File: config.mk
export PLATFORM = sky130hd
export DESIGN_NAME = fix_int_conv_sched
export DESIGN_NICKNAME = d
export VERILOG_FILES = /design/src/rtl/fix_int_conv_sched.sv
export SDC_FILE = /design/constraint.sdc
export NUM_CORES = 1
export LEC_CHECK = 0
export ABC_AREA = 1
export ABC_CLOCK_PERIOD_IN_PS = 6700
export CAP_MARGIN = 25
export CORE_UTILIZATION = 35
export DETAILED_ROUTE_END_ITERATION = 8
export PLACE_DENSITY = 0.72
export RECOVER_POWER = 50
export SYNTH_ARGS = -nofsm -noshare
export SYNTH_HDL_FRONTEND = slang
export SYNTH_SLANG_ARGS = --single-unit
export TNS_END_PERCENT = 1
File: constraint.sdc
create_clock -name clk_i -period 6.7 [get_ports clk_i]
set_input_delay 1.005 -clock clk_i [delete_from_list [all_inputs] [get_ports clk_i]]
set_output_delay 1.005 -clock clk_i [all_outputs]
set_load 0.02 [all_outputs]
File: src/rtl/fix_int_conv_sched.sv
`default_nettype none
// +----------------------------------------------------------------------------+
// | Module   : fix_int_conv_sched                                              |
// | Purpose  : Round-robin scheduler sharing one binary-to-ASCII integer       |
// |            converter among several FIX field serializers, with a watchdog  |
// |            that turns a hung conversion into an error response.            |
// | Revision : 1.0 - initial release                                           |
// +----------------------------------------------------------------------------+
module fix_int_conv_sched #(
  parameter int NUM_REQ = 4,
  parameter int BITS    = 32,
  parameter int DIGITS  = 10,
  parameter int TIMEOUT = 64
) (
  input  logic                  clk_i,
  input  logic                  rst_i,
  input  logic [NUM_REQ-1:0]    req_i,
  input  logic [NUM_REQ*BITS-1:0] val_i,
  output logic [NUM_REQ-1:0]    gnt_o,
  output logic                  rsp_valid_o,
  input  logic                  rsp_ready_i,
  output logic [2:0]            rsp_id_o,
  output logic [8*DIGITS-1:0]   rsp_ascii_o,
  output logic [3:0]            rsp_width_o,
  output logic [DIGITS-1:0]     rsp_size_o,
  output logic                  rsp_err_o,
  output logic                  conv_start_o,
  output logic                  conv_ce_o,
  output logic [BITS-1:0]       conv_dat_o,
  input  logic                  conv_done_i,
  input  logic [8*DIGITS-1:0]   conv_ascii_i,
  input  logic [3:0]            conv_width_i,
  input  logic [DIGITS-1:0]     conv_size_i
);

  localparam int c_WDW = $clog2(TIMEOUT + 1);
  localparam logic [c_WDW-1:0] c_WD_LAST = c_WDW'(TIMEOUT - 1);
  localparam logic [c_WDW-1:0] c_WD_FULL = c_WDW'(TIMEOUT);

  typedef enum logic [2:0] {
    S_IDLE      = 3'd0,
    S_ISSUE     = 3'd1,
    S_WAIT_BUSY = 3'd2,
    S_WAIT_DONE = 3'd3,
    S_RESP      = 3'd4
  } state_t;

  state_t              r_state;
  logic [2:0]          r_rr_ptr;
  logic [2:0]          r_id;
  logic [BITS-1:0]     r_conv_dat;
  logic                r_conv_start;
  logic                r_conv_ce;
  logic                r_busy_cnt;
  logic [c_WDW-1:0]    r_wdog;
  logic                r_rsp_valid;
  logic [8*DIGITS-1:0] r_rsp_ascii;
  logic [3:0]          r_rsp_width;
  logic [DIGITS-1:0]   r_rsp_size;
  logic                r_rsp_err;

  logic [2*NUM_REQ-1:0] w_req_dbl;
  logic                 w_found;
  logic [2:0]           w_off;
  logic [3:0]           w_sum;
  logic [2:0]           w_gnt_id;
  logic [2:0]           w_rr_next;
  logic                 w_grant_en;
  logic [BITS-1:0]      w_val;

  // Rotating the doubled request vector by rr_ptr turns the circular search
  // into a plain lowest-set-bit search.
  assign w_req_dbl = {req_i, req_i} >> r_rr_ptr;

  // Find the first pending requester at or after rr_ptr and map it back to an absolute index.
  always_comb begin
    w_found = 1'b0;
    w_off   = 3'd0;
    for (int i = NUM_REQ - 1; i >= 0; i--) begin
      if (w_req_dbl[i]) begin
        w_found = 1'b1;
        w_off   = 3'(i);
      end
    end
    w_sum = 4'(r_rr_ptr) + 4'(w_off);
    if (w_sum >= 4'(NUM_REQ)) begin
      w_sum = w_sum - 4'(NUM_REQ);
    end
    w_gnt_id  = w_sum[2:0];
    w_rr_next = (w_gnt_id == 3'(NUM_REQ - 1)) ? 3'd0 : w_gnt_id + 3'd1;
  end

  // A grant needs an idle scheduler and an idle converter; reset forces it low.
  assign w_grant_en = (r_state == S_IDLE) && conv_done_i && w_found && !rst_i;

  // One-hot grant and selection of the granted requester's value slice.
  always_comb begin
    gnt_o = '0;
    w_val = '0;
    for (int j = 0; j < NUM_REQ; j++) begin
      if (w_gnt_id == 3'(j)) begin
        gnt_o[j] = w_grant_en;
        w_val    = val_i[j*BITS +: BITS];
      end
    end
  end

  // Scheduler FSM: grant, start pulse, busy detection, watchdog and response hold.
  always_ff @(posedge clk_i or posedge rst_i) begin
    if (rst_i) begin
      r_state      <= S_IDLE;
      r_rr_ptr     <= 3'd0;
      r_id         <= 3'd0;
      r_conv_dat   <= '0;
      r_conv_start <= 1'b0;
      r_conv_ce    <= 1'b0;
      r_busy_cnt   <= 1'b0;
      r_wdog       <= '0;
      r_rsp_valid  <= 1'b0;
      r_rsp_ascii  <= '0;
      r_rsp_width  <= 4'd0;
      r_rsp_size   <= '0;
      r_rsp_err    <= 1'b0;
    end else begin
      case (r_state)
        S_IDLE: begin
          if (w_grant_en) begin
            r_conv_dat   <= w_val;
            r_id         <= w_gnt_id;
            r_rr_ptr     <= w_rr_next;
            r_conv_start <= 1'b1;
            r_state      <= S_ISSUE;
          end
        end
        S_ISSUE: begin
          // ce is raised together with the drop of start so the converter
          // is already enabled on its first busy cycle.
          r_conv_start <= 1'b0;
          r_conv_ce    <= 1'b1;
          r_busy_cnt   <= 1'b0;
          r_state      <= S_WAIT_BUSY;
        end
        S_WAIT_BUSY: begin
          if (!conv_done_i) begin
            r_wdog  <= '0;
            r_state <= S_WAIT_DONE;
          end else if (r_busy_cnt) begin
            // Converter never acknowledged the start: report an error.
            r_conv_ce   <= 1'b0;
            r_rsp_ascii <= '0;
            r_rsp_width <= 4'd0;
            r_rsp_size  <= '0;
            r_rsp_err   <= 1'b1;
            r_rsp_valid <= 1'b1;
            r_state     <= S_RESP;
          end else begin
            r_busy_cnt <= 1'b1;
          end
        end
        S_WAIT_DONE: begin
          if (conv_done_i) begin
            r_conv_ce   <= 1'b0;
            r_rsp_ascii <= conv_ascii_i;
            r_rsp_width <= conv_width_i;
            r_rsp_size  <= conv_size_i;
            r_rsp_err   <= 1'b0;
            r_rsp_valid <= 1'b1;
            r_state     <= S_RESP;
          end else if (r_wdog == c_WD_LAST) begin
            r_wdog      <= c_WD_FULL;
            r_conv_ce   <= 1'b0;
            r_rsp_ascii <= '0;
            r_rsp_width <= 4'd0;
            r_rsp_size  <= '0;
            r_rsp_err   <= 1'b1;
            r_rsp_valid <= 1'b1;
            r_state     <= S_RESP;
          end else begin
            r_wdog <= r_wdog + c_WDW'(1);
          end
        end
        S_RESP: begin
          if (rsp_ready_i) begin
            r_rsp_valid <= 1'b0;
            r_wdog      <= '0;
            r_state     <= S_IDLE;
          end
        end
        default: begin
          r_state <= S_IDLE;
        end
      endcase
    end
  end

  assign rsp_valid_o  = r_rsp_valid;
  assign rsp_id_o     = r_id;
  assign rsp_ascii_o  = r_rsp_ascii;
  assign rsp_width_o  = r_rsp_width;
  assign rsp_size_o   = r_rsp_size;
  assign rsp_err_o    = r_rsp_err;
  assign conv_start_o = r_conv_start;
  assign conv_ce_o    = r_conv_ce;
  assign conv_dat_o   = r_conv_dat;

endmodule
`default_nettype wire

==> flow_metrics.env, run 1 <==
export IMPL_status="complete, but fails checks"
export IMPL_violations="capacitance limit, slew limit"
export IMPL_critical_path_max_fanout=32
export IMPL_tritoncts="done"
export IMPL_die_w_um=147
export IMPL_finalHoldViolCount=0
export IMPL_synth_edf_count=0
export IMPL_drv_cap=1
export IMPL_groute_layer_met3_usage=0.0672
export IMPL_worstPathCellList="clkdlybuf4s50_1 -> nand3_1 -> nand2_1 -> nand2_1 -> nand2_1 -> nand3_1 -> a21boi_0 -> ha_1 -> fa_1 -> inv_1 -> ha_1 -> buf_4 -> inv_1 -> nor3_1 -> clkdlybuf4s50_1"
export IMPL_grt_pass1_wl_um=38600
export IMPL_cts_resized_gates=0
export IMPL_fin_crit_sh=0.789
export IMPL_met1_usage=0.261
export IMPL_ant_nets=0
export IMPL_htree_levels=4
export IMPL_clk_latency_ps=420
export IMPL_cts_sinks=147
export IMPL_crit_path_start_kind="input pin"
export IMPL_grt_pass1_vias=7601
export IMPL_hold_class="flop to flop"
export IMPL_drt_first_pass_iters=5
export IMPL_use_met2=0.391
export IMPL_period_needed_ps=5280
export IMPL_worst_path_max_delay_cell="clkdlybuf4s50_1"
export IMPL_synth_top_area_cell="dfrtp_1"
export IMPL_tns_ps=0
export IMPL_final_nets=1614
export IMPL_slew_headroom=-1.48
export IMPL_synth_cell_types=28
export IMPL_wl_per_cell_um=14.7
export IMPL_synth_avg_cell_area_um2=7.09
export IMPL_fillers=1910
export IMPL_overflow=0
export IMPL_clock_root_buffer="clkbuf_16"
export IMPL_clk_pin_slew_ps=60
export IMPL_cpLargestDelayFamily="buffers and inverters"
export IMPL_power_leakage_nw=6.28
export IMPL_grt_max_degree=98
export IMPL_dieArea_um2=21500
export IMPL_synth_top_area_frac=0.503
export IMPL_async_flop_share=1.00
export IMPL_slowest_delay_ps=630
export IMPL_finalSetupViolCount=0
export IMPL_fmax_ghz=0.189
export IMPL_drt_wl_total_um=24400
export IMPL_crit_type="input pin to primary output"
export IMPL_track_usage=0.228
export IMPL_cp_buffers_inverters=5
export IMPL_drive_above_1_share=0.0403
export IMPL_ir_drop_v=0.000312
export IMPL_gp_congestion=0.883
export IMPL_core_area_um2=20400
export IMPL_rsz0062_at_grt="no"
export IMPL_worstSetupEndpointType="primary output"
export IMPL_cts_max_path_buffers=2
export IMPL_drt_iter0_drc=358
export IMPL_busiest_layer="met2"
export IMPL_timing_critical_path_mode_cell="nand2_1"
export IMPL_power_total_mw=5.80
export IMPL_drcViolationCount=0
export IMPL_syn2layout_area_growth_pct=60.2
export IMPL_io_buffers=366
export IMPL_cts_buffers=17
export IMPL_synth_area_um2=7310
export IMPL_arrival_ps=4280
export IMPL_rows=52
export IMPL_antenna_found_initial=3
export IMPL_start_util=0.359
export IMPL_syn_nets=1269
export IMPL_synthTopCellsByArea="dfrtp_1, nand2_1, nor2_1, inv_1, a21oi_1"
export IMPL_power_density_nw_per_um2=496
export IMPL_vias=7685
export IMPL_worstPathRequired_ps=5690
export IMPL_die_h_um=147
export IMPL_seq_area_frac_synth=0.503
export IMPL_postCtsHoldBufs=0
export IMPL_ios=367
export IMPL_slew_violations=97
export IMPL_tightest_slew_ps=3710
export IMPL_viasPerCell=4.62
export IMPL_synth_ff_type="dfrtp_1"
export IMPL_finClkSkew_ps=10.8
export IMPL_post_cts_buffers=0
export IMPL_yosys_warnings=0
export IMPL_synthCells=1031
export IMPL_place_hpwl_um=17700
export IMPL_synth_seq_cells=147
[worst paths after layout]
path | start | end | slack (ps) | cells after the start
worst min register to register | rsp_width_o[1] | rsp_width_o[1] | 460 | 2
worst max-delay path | req_i[0] | gnt_o[1] | 1420 | 15
worst max register to register | r_rr_ptr[1] | conv_dat_o[25] | 2720 | 18
max in group asynchronous | rst_i | rsp_ascii_o[77] | 2060 | 3
min in group asynchronous | rst_i | r_wdog[2] | 2460 | 2
worst min-delay path | rsp_width_o[1] | rsp_width_o[1] | 460 | 2
[metrics by stage]
step                area, um2  setup slack (ps)   util  cells  hold WS, ps
finish                  11700              1420  0.575   1662          464
global route            11700              1130  0.575   1662          488
CTS                     11700              1420  0.575   1659          474
detailed placement      11200              1430  0.548   1627          458
global placement        11200              1460  0.548   1627          453
floorplan                7310              1740      -   1031          465
[per-layer routing]
layer	part of all wire	up-vias
li1	-	3834
met2	0.49	316
met5	0	-
met3	0.077	43
met1	0.40	3492
met4	0.031	0
[power breakdown]
part | internal, mW | switching, mW
clock | 0.495 | 0.409
combinational | 1.25 | 2.19
sequential | 1.26 | 0.205
[registers in the layout, summed over array words and instances, names as in the netlist, 3 cells and up]
name / flops
rsp_size_o: 10
r_rr_ptr: 3
r_wdog: 7
rsp_ascii_o: 80
rsp_width_o: 4
r_state: 3
conv_dat_o: 32
rsp_id_o: 3
[final cells by class]
| class | instances | area (um2) | area share |
|---|---|---|---|
| Sequential cell | 147 | 3680 | 0.314 |
| Clock inverter | 14 | 119 | 0.0101 |
| Timing Repair Buffer | 376 | 3740 | 0.319 |
| Multi-Input combinational cell | 771 | 3160 | 0.269 |
| Tap cell | 270 | 338 | 0.0288 |
| Inverter | 63 | 236 | 0.0202 |
| Antenna cell | 3 | 7.51 | 0.000641 |
| Clock buffer | 18 | 439 | 0.0375 |
[synthesized netlist by cell type, types with 3 or more instances]
master,n
a21oi_1,35
buf_2,16
buf_4,3
buf_6,4
clkbuf_1,27
dfrtp_1,147
ha_1,7
inv_1,59
inv_2,4
nand2_1,534
nand2_2,3
nand3_1,15
nor2_1,116
nor3_1,6
o21ai_0,24
o21ai_1,19
[cell usage in the layout (no fill, tap or decap), drive strengths merged, types with 7 or more instances in the layout]
cell,n
dlygate4sd3,113
dfrtp,147
ha,7
clkdlybuf4s50,253
a21oi,36
nand2,537
clkbuf,18
nor2,116
o21ai,43
inv,70
buf,10
nand3,16
nor3,7
[logic make-up (layout without fill, tap and decap cells)]
logic type / count (synthesis) / count (layout) / synth area share
xor+xnor: 1 / 1 / 0.00120
flops: 147 / 147 / 0.503
compound gates: 83 / 83 / 0.0587
fa+ha+maj: 8 / 8 / 0.0147
simple gates: 679 / 679 / 0.356
other cells: 0 / 3 / 0
buf+inv: 113 / 471 / 0.0664
[worst reg2reg max path, stage by stage, from the launching register on]
cell and delay [ps]:
dfrtp_1 450, inv_1 150, nor2_1 190, nand2_1 80, nand2_1 100, nand3_1 70
a21boi_0 160, ha_1 200, fa_1 460, inv_1 110, ha_1 150, buf_4 330
inv_1 150, nor2_2 630, buf_4 310, nand2_1 60, a21oi_1 140, o21ai_1 100
nand2_1 60
Note: power is estimated with default switching activity, not from simulation.
==> run 2, diff against run 1 <==
ABC_CLOCK_PERIOD_IN_PS = 4600   (was 6700)
PLACE_DENSITY = 0.74   (was 0.72)
clock period = 4.6 ns   (was 6.7 ns; I/O delays follow)
==> run 2 against run 1 <==
Compared with the run above: worst hold slack is essentially flat; core utilization grew 0.11 points; first-iteration DRC count shrank 13%; clock-buffer cell count shrank 1; sequential share of layout area shrank 0.060 points; the run still ends with capacitance limit, slew limit left; register-to-register slack lost 1600 ps; clock power grew 49%; cell count is the same; highest routed layer unchanged; combinational power grew 47%; sequential cell count is the same; via count shrank 0.31%; setup slack lost 1100 ps.
==> flow_metrics.env, run 2 (same netlist as run 1, synthesis figures left out) <==
export IMPL_crit_path_start_kind="input pin"
export IMPL_hold_class="flop to flop"
export IMPL_die_h_um=147
export IMPL_tritoncts="done"
export IMPL_dieArea_um2=21500
export IMPL_power_total_mw=8.56
export IMPL_vias=7661
export IMPL_drive_above_1_share=0.0410
export IMPL_min_from="rsp_ascii_o[47]"
export IMPL_tightest_slew_ps=2560
export IMPL_clk_latency_ps=420
export IMPL_cts_sinks=147
export IMPL_violations="capacitance limit, slew limit"
export IMPL_period_needed_ps=4250
export IMPL_multi_input_area_um2=3160
export IMPL_rr_startpoint="r_rr_ptr[1]"
export IMPL_cts_buffers=17
export IMPL_power_leakage_nw=6.13
export IMPL_drt_wl_total_um=24600
export IMPL_ff_latch_area_um2=3680
export IMPL_ant_nets=0
export IMPL_finClkSkew_ps=11.2
export IMPL_dp_cells=1628
export IMPL_htree_levels=4
export IMPL_most_common_layout_cells="nand2_1, clkdlybuf4s50_1, dfrtp_1, nor2_1, dlygate4sd3_1"
export IMPL_clock_root_buffer="clkbuf_16"
export IMPL_post_cts_buffers=0
export IMPL_overflow=0
export IMPL_drt_first_pass_iters=4
export IMPL_slew_headroom=-0.704
export IMPL_drt_iter0_drc=310
export IMPL_rows=52
export IMPL_min_path_cells=2
export IMPL_finalHoldViolCount=0
export IMPL_slew_violations=149
export IMPL_final_common_cell="nand2_1"
export IMPL_cts_resized_gates=0
export IMPL_crit_type="input pin to primary output"
export IMPL_status="complete, but fails checks"
export IMPL_largest_register_ffs=80
export IMPL_critical_path_max_fanout=3
export IMPL_start_util=0.359
export IMPL_rsz0062_at_grt="no"
export IMPL_final_nets=1615
export IMPL_ir_drop_v=0.000724
export IMPL_place_hpwl_um=18000
export IMPL_viasPerCell=4.61
export IMPL_finalSetupViolCount=0
export IMPL_grt_pass1_vias=7470
export IMPL_fin_crit_sh=0.924
export IMPL_fmax_ghz=0.235
export IMPL_worstSetupEndpointType="primary output"
export IMPL_rrSetupSlack_ps=1140
export IMPL_antenna_found_initial=2
export IMPL_arrival_ps=3560
export IMPL_core_area_um2=20400
export IMPL_grt_pass1_wl_um=38500
export IMPL_cts_max_path_buffers=2
export IMPL_ios=367
export IMPL_syn2layout_area_growth_pct=60.5
export IMPL_power_density_nw_per_um2=730
export IMPL_drv_cap=2
export IMPL_r2r_end="conv_dat_o[9]"
export IMPL_track_usage=0.228
export IMPL_die_w_um=147
export IMPL_worstPathRequired_ps=3910
export IMPL_gp_congestion=0.885
export IMPL_grt_max_degree=104
export IMPL_hold_end="rsp_ascii_o[47]"
export IMPL_postCtsHoldBufs=0
export IMPL_drcViolationCount=0
export IMPL_wl_per_cell_um=14.8
export IMPL_worst_r2r_cell_count=14
export IMPL_clk_pin_slew_ps=60
export IMPL_fillers=1877
export IMPL_io_buffers=366
export IMPL_tns_ps=0
export IMPL_final_cells=1662
==> run 2: cell type report <==
type	count	area share
Antenna cell	2	0.000426
Clock buffer	17	0.0363
Clock inverter	15	0.0126
Inverter	63	0.0205
Multi-Input combinational cell	771	0.269
Sequential cell	147	0.313
Tap cell	270	0.0288
Timing Repair Buffer	377	0.319
==> run 2: report_power, final <==
| group | switching (mW) | internal [mW] | leakage [nW] | total (mW) |
|---|---|---|---|---|
| clock | 0.591 | 0.760 | 0.284 | 1.35 |
| sequential | 0.313 | 1.83 | 1.97 | 2.15 |
| combinational | 3.20 | 1.87 | 3.87 | 5.07 |
| total | 4.10 | 4.46 | 6.13 | 8.56 |
==> run 2: critical path, stage by stage <==
cell and delay (ps):
clkdlybuf4s50_1 470, nand3_1 90, nand2_1 80, nand2_1 50
nand2_1 80, nand3_1 70, a21boi_0 170, ha_1 210
fa_1 460, inv_1 130, ha_1 180, inv_1 70
nor3_1 180, clkdlybuf4s50_1 630
==> run 2: worst max path at each step <==
stage               slack [ps]  cells after the start  startpoint  endpoint
floorplan                 1240                     12    req_i[0]  gnt_o[1]
global placement           410                     14    req_i[0]  gnt_o[1]
detailed placement         370                     14    req_i[0]  gnt_o[1]
CTS                        360                     14    req_i[0]  gnt_o[1]
global route               110                     14    req_i[0]  gnt_o[1]
finish                     350                     14    req_i[0]  gnt_o[1]
==> run 2: routing by layer <==
metal	routed length [um]	track usage	up-vias
li1	-	-	3819
met1	9670	0.265	3476
met2	12100	0.393	315
met3	1930	0.0650	51
met4	830	0.100	0
met5	0	0	-
==> run 2: through the flow <==
step | hold WS (ps) | area [um2] | util | setup slack, ps
after floorplan | 465 | 7320 | - | 1240
after global placement | 453 | 11200 | 0.549 | 408
after detailed placement | 457 | 11200 | 0.549 | 367
after CTS | 473 | 11800 | 0.577 | 362
after global routing | 482 | 11700 | 0.576 | 109
final | 464 | 11700 | 0.576 | 349
==> run 3, diff against run 2 <==
ABC_CLOCK_PERIOD_IN_PS = unset   (was 4600)
PLACE_DENSITY = 0.72   (was 0.74)
clock period = 4.1 ns   (was 4.6 ns; I/O delays follow)
==> run 3 against run 2 <==
Compared with the run above: the flow still finishes with violations (capacitance limit, slew limit); register-to-register slack got worse by 390 ps; sequential share of layout area fell by 0.25 points; sequential cell count did not move; global-route usage rose by 0.59 points; cell count rose by 0.24%; critical path depth fell by 1; largest cell class unchanged.
==> flow_metrics.env, run 3 (same netlist as run 1, synthesis figures left out) <==
export IMPL_fmax_ghz=0.260
export IMPL_grt_max_degree=98
export IMPL_overflow=0
export IMPL_drt_first_pass_iters=4
export IMPL_drt_wl_total_um=24800
export IMPL_place_hpwl_um=18200
export IMPL_r2r_end="conv_dat_o[21]"
export IMPL_core_area_um2=20400
export IMPL_fin_crit_sh=0.938
export IMPL_worstSetupEndpointType="primary output"
export IMPL_critical_path_max_fanout=3
export IMPL_gp_congestion=0.902
export IMPL_vias=7636
export IMPL_clk_pin_slew_ps=60
export IMPL_drcViolationCount=0
export IMPL_slew_headroom=-0.433
export IMPL_antenna_found_initial=1
export IMPL_final_nets=1620
export IMPL_cts_buffers=17
export IMPL_drt_iter0_drc=359
export IMPL_fillers=1887
export IMPL_worstPathRequired_ps=3480
export IMPL_drv_cap=1
export IMPL_clock_root_buffer="clkbuf_16"
export IMPL_ios=367
export IMPL_slew_violations=87
export IMPL_tns_ps=0
export IMPL_most_common_layout_cells="nand2_1, clkdlybuf4s50_1, dfrtp_1, nor2_1, dlygate4sd3_1"
export IMPL_worst_r2r_cell_count=15
export IMPL_tritoncts="done"
export IMPL_clk_latency_ps=420
export IMPL_start_util=0.359
export IMPL_largest_register_ffs=80
export IMPL_final_common_cell="nand2_1"
export IMPL_crit_type="input pin to primary output"
export IMPL_power_density_nw_per_um2=839
export IMPL_status="complete, but fails checks"
export IMPL_finalHoldViolCount=0
export IMPL_grt_pass1_vias=7452
export IMPL_rr_startpoint="r_rr_ptr[1]"
export IMPL_violations="capacitance limit, slew limit"
export IMPL_dpl_worst_slack_ps=-10.2
export IMPL_period_needed_ps=3850
export IMPL_hold_class="flop to flop"
export IMPL_postCtsHoldBufs=0
export IMPL_die_h_um=147
export IMPL_rows=52
export IMPL_endpoint="gnt_o[3]"
export IMPL_fin_ws_ps=254
export IMPL_htree_levels=4
export IMPL_dieArea_um2=21500
export IMPL_ant_nets=0
export IMPL_cts_sinks=147
export IMPL_ir_drop_v=0.000569
export IMPL_tightest_slew_ps=2150
export IMPL_rrSetupSlack_ps=750
export IMPL_io_buffers=366
export IMPL_viasPerCell=4.58
export IMPL_finalSetupViolCount=0
export IMPL_cp_startpoint="req_i[3]"
export IMPL_grt_pass1_wl_um=39500
export IMPL_power_leakage_nw=6.20
export IMPL_track_usage=0.234
export IMPL_rsz0062_at_grt="no"
export IMPL_crit_path_start_kind="input pin"
export IMPL_wl_per_cell_um=14.9
export IMPL_arrival_ps=3230
export IMPL_die_w_um=147
export IMPL_cts_max_path_buffers=2
export IMPL_finClkSkew_ps=9.45
export IMPL_drive_above_1_share=0.0444
export IMPL_syn2layout_area_growth_pct=61.8
[run 3: cell count changes in the layout (fill, tap and decap cells not counted), moves of 2 or more]
cell,before,now
buf_12,0,2
clkdlybuf4s50_1,306,304
clkinv_2,3,1
clkinv_4,4,2
inv_6,3,6
clkinvlp_4,2,0
buf_4,9,12
[run 3: cell type report]
cell class / count / area, um2 / share of cell area
Tap cell: 270 / 338 / 0.0286
Multi-Input combinational cell: 771 / 3160 / 0.267
Timing Repair Buffer: 382 / 3800 / 0.322
Sequential cell: 147 / 3680 / 0.311
Antenna cell: 1 / 2.50 / 0.000212
Inverter: 63 / 238 / 0.0201
Clock inverter: 15 / 185 / 0.0157
Clock buffer: 17 / 425 / 0.0360
[run 3: report_power, final]
part           switching, mW  internal [mW]  total (mW)
Combinational           3.64           2.25        5.90
Clock                  0.707          0.927        1.63
Sequential             0.346           2.05        2.40
Total                   4.70           5.23        9.93
[run 3: metrics by stage]
step / utilization / cells / hold WS [ps] / power, mW / area (um2)
after CTS: 0.582 / 1665 / 474 / 10.1 / 11900
after detailed placement: 0.552 / 1633 / 457 / 8.43 / 11200
after global placement: 0.552 / 1633 / 453 / 8.37 / 11200
final: 0.581 / 1666 / 466 / 9.93 / 11800
after floorplan: - / 1031 / 465 / 5.99 / 7320
after global routing: 0.581 / 1666 / 487 / 10.7 / 11800
[run 3: routing by layer]
layer  vias to the layer above  GRT usage  part of all wire
met2                       315      0.398              0.49
met5                         -          0                 0
met3                        53     0.0653             0.078
met1                      3439      0.276              0.40
met4                         0      0.104             0.034
li1                       3829          -                 -
[run 3: worst max-delay path: stages]
cell	delay (ps)
clkdlybuf4s50_1	470
inv_1	50
nand2_1	70
nand2_1	60
nand2_1	60
nand2_1	60
a21boi_0	130
ha_1	220
fa_1	530
ha_1	190
nand2_2	60
nor2_1	110
clkdlybuf4s50_1	610
[run 3: how the worst min path moves through the flow]
stage	start	to	slack [ps]	cells after the start
floorplan	r_wdog[5]	r_wdog[5]	470	2
global placement	rsp_ascii_o[59]	rsp_ascii_o[59]	450	2
detailed placement	rsp_size_o[6]	rsp_size_o[6]	460	2
CTS	rsp_size_o[6]	rsp_size_o[6]	470	2
global route	rsp_width_o[2]	rsp_width_o[2]	490	2
finish	rsp_ascii_o[72]	rsp_ascii_o[72]	470	2
[run 3: what timing repair did]
action | 4_1_cts | 5_1_grt
setup buffers | 0 | 0
resized for setup | 1 | 1
endpoints found under the setup margin | 1 | 1
==> RTL edit (config.mk and constraints of run 3) <==
Set the parameter `TIMEOUT` to 32 (it was 64).
--- a/src/rtl/fix_int_conv_sched.sv
+++ b/src/rtl/fix_int_conv_sched.sv
@@ -12,3 +12,3 @@
   parameter int DIGITS  = 10,
-  parameter int TIMEOUT = 64
+  parameter int TIMEOUT = 32
 ) (
Formal check against the unedited RTL: no difference found for any inputs over 4 cycles, from zero or initial values and one cycle with rst_i high; that may be too few to reach the edited logic, so the function may still have changed.
==> RTL edit against run 3 <==
  * The flow still finishes with violations (max-capacitance violations, max-slew violations)
  * Critical endpoint is now gnt_o[2]
  * Design area is 0.31% lower
  * Via count fell by 0.60%
  * Area after synthesis is 0.31% lower
  * Sequential power shrank 3%
  * Die area shrank 0.31%
  * Final cell count down 0.42%
  * Sequential cell count decreased by 1
  * Largest cell class unchanged
  * First-iteration DRC count grew 9.5%
  * Setup slack lost 0.082 ns
  * Highest routed layer unchanged
  * Routed wire length increased by 0.45%
  * Critical path type unchanged
  * Power is 2.2% lower
==> RTL edit: results (changes against run 3) <==
Run status
  • Status: finished with violations
  • Violated checks: max-capacitance violations, max-slew violations

Synthesis
  • Compound-Gate Fraction of Synth Area: 6.09% (+0.22 points)
  • Syn nets: 1,264 (-0.39%)
  • Adder-Cell Fraction of Synth Area: 1.48% (+0.0045 points)

Cells and area
  • Multi-input gate area: 0.00313 mm2 (-0.87%)
  • FFs & Latches: 146 (-0.68%)
  • Inverters, non-clock: 62 (-1.6%)
  • Nets@finish: 1,614 (-0.37%)
  • Count of multi-input gates: 768 (-0.39%)

Routing
  • DR WL met3: 1510 um (-22%)
  • WL met1: 10,100 um (+0.97%)
  • Drt initial violations: 393 (+9.5%)

Setup path
  • Worst Setup SP: req_i[0]
  • Critical path capture point: gnt_o[2]
  • Worst-path maximum fanout: 2 (-1)
  • FF-to-FF setup slack: 0.80 ns (+0.05 ns)
  • FF-to-FF End: conv_dat_o[8]

Placed design
  • Cell Area, Placed: 0.0112 mm2 (-0.21%)

Flow run
  • Number of max-cap violations: 2 (+1)

Min path
  • Hold_sp: rsp_ascii_o[17]

GRT
  • GRT Total Usage: 23.7% (+0.23 points)
  • Initial antenna violation count: 0 (-1)

Timing
  • Clk_skew: 0.0100 ns (+0.000574 ns)
  • Max-slew violation count: 104 (+20%)
==> RTL edit: cell types whose count changed in the layout (fill, tap and decap cells not counted), sizes merged, moves of 3 or more <==
cell	change
a21oi	+3
clkdlybuf4s50	-5
clkinvlp	+4
dlygate4sd3	+4
inv	-5
nand2	-4
==> RTL edit: cells by family after synthesis <==
group,after synthesis
adders and majority gates,8
buffers and inverters,112
and+or+nand+nor,673
AOI/OAI and AO/OA,87
DFF,146
==> RTL edit: per-stage QoR <==
step,std cells,TNS (ns),setup slack (ns)
2_1_floorplan,1026,0,0.890
3_3_place_gp,1626,0,0.103
5_1_grt,1659,0,0.0349
4_1_cts,1658,0,0.0549
6_report,1659,0,0.172
3_5_place_dp,1626,-0.00514,-0.00514
==> RTL edit: timing repair <==
action	4_1_cts	5_1_grt
hold endpoints to repair	0	0
resized for setup	1	2
cloned	0	0
setup endpoints to repair	1	2
==> RTL edit: where the power goes <==
group	switching [mW]	internal (mW)
clock network	0.652	0.924
logic	3.59	2.22
registers	0.310	2.01
total	4.55	5.16
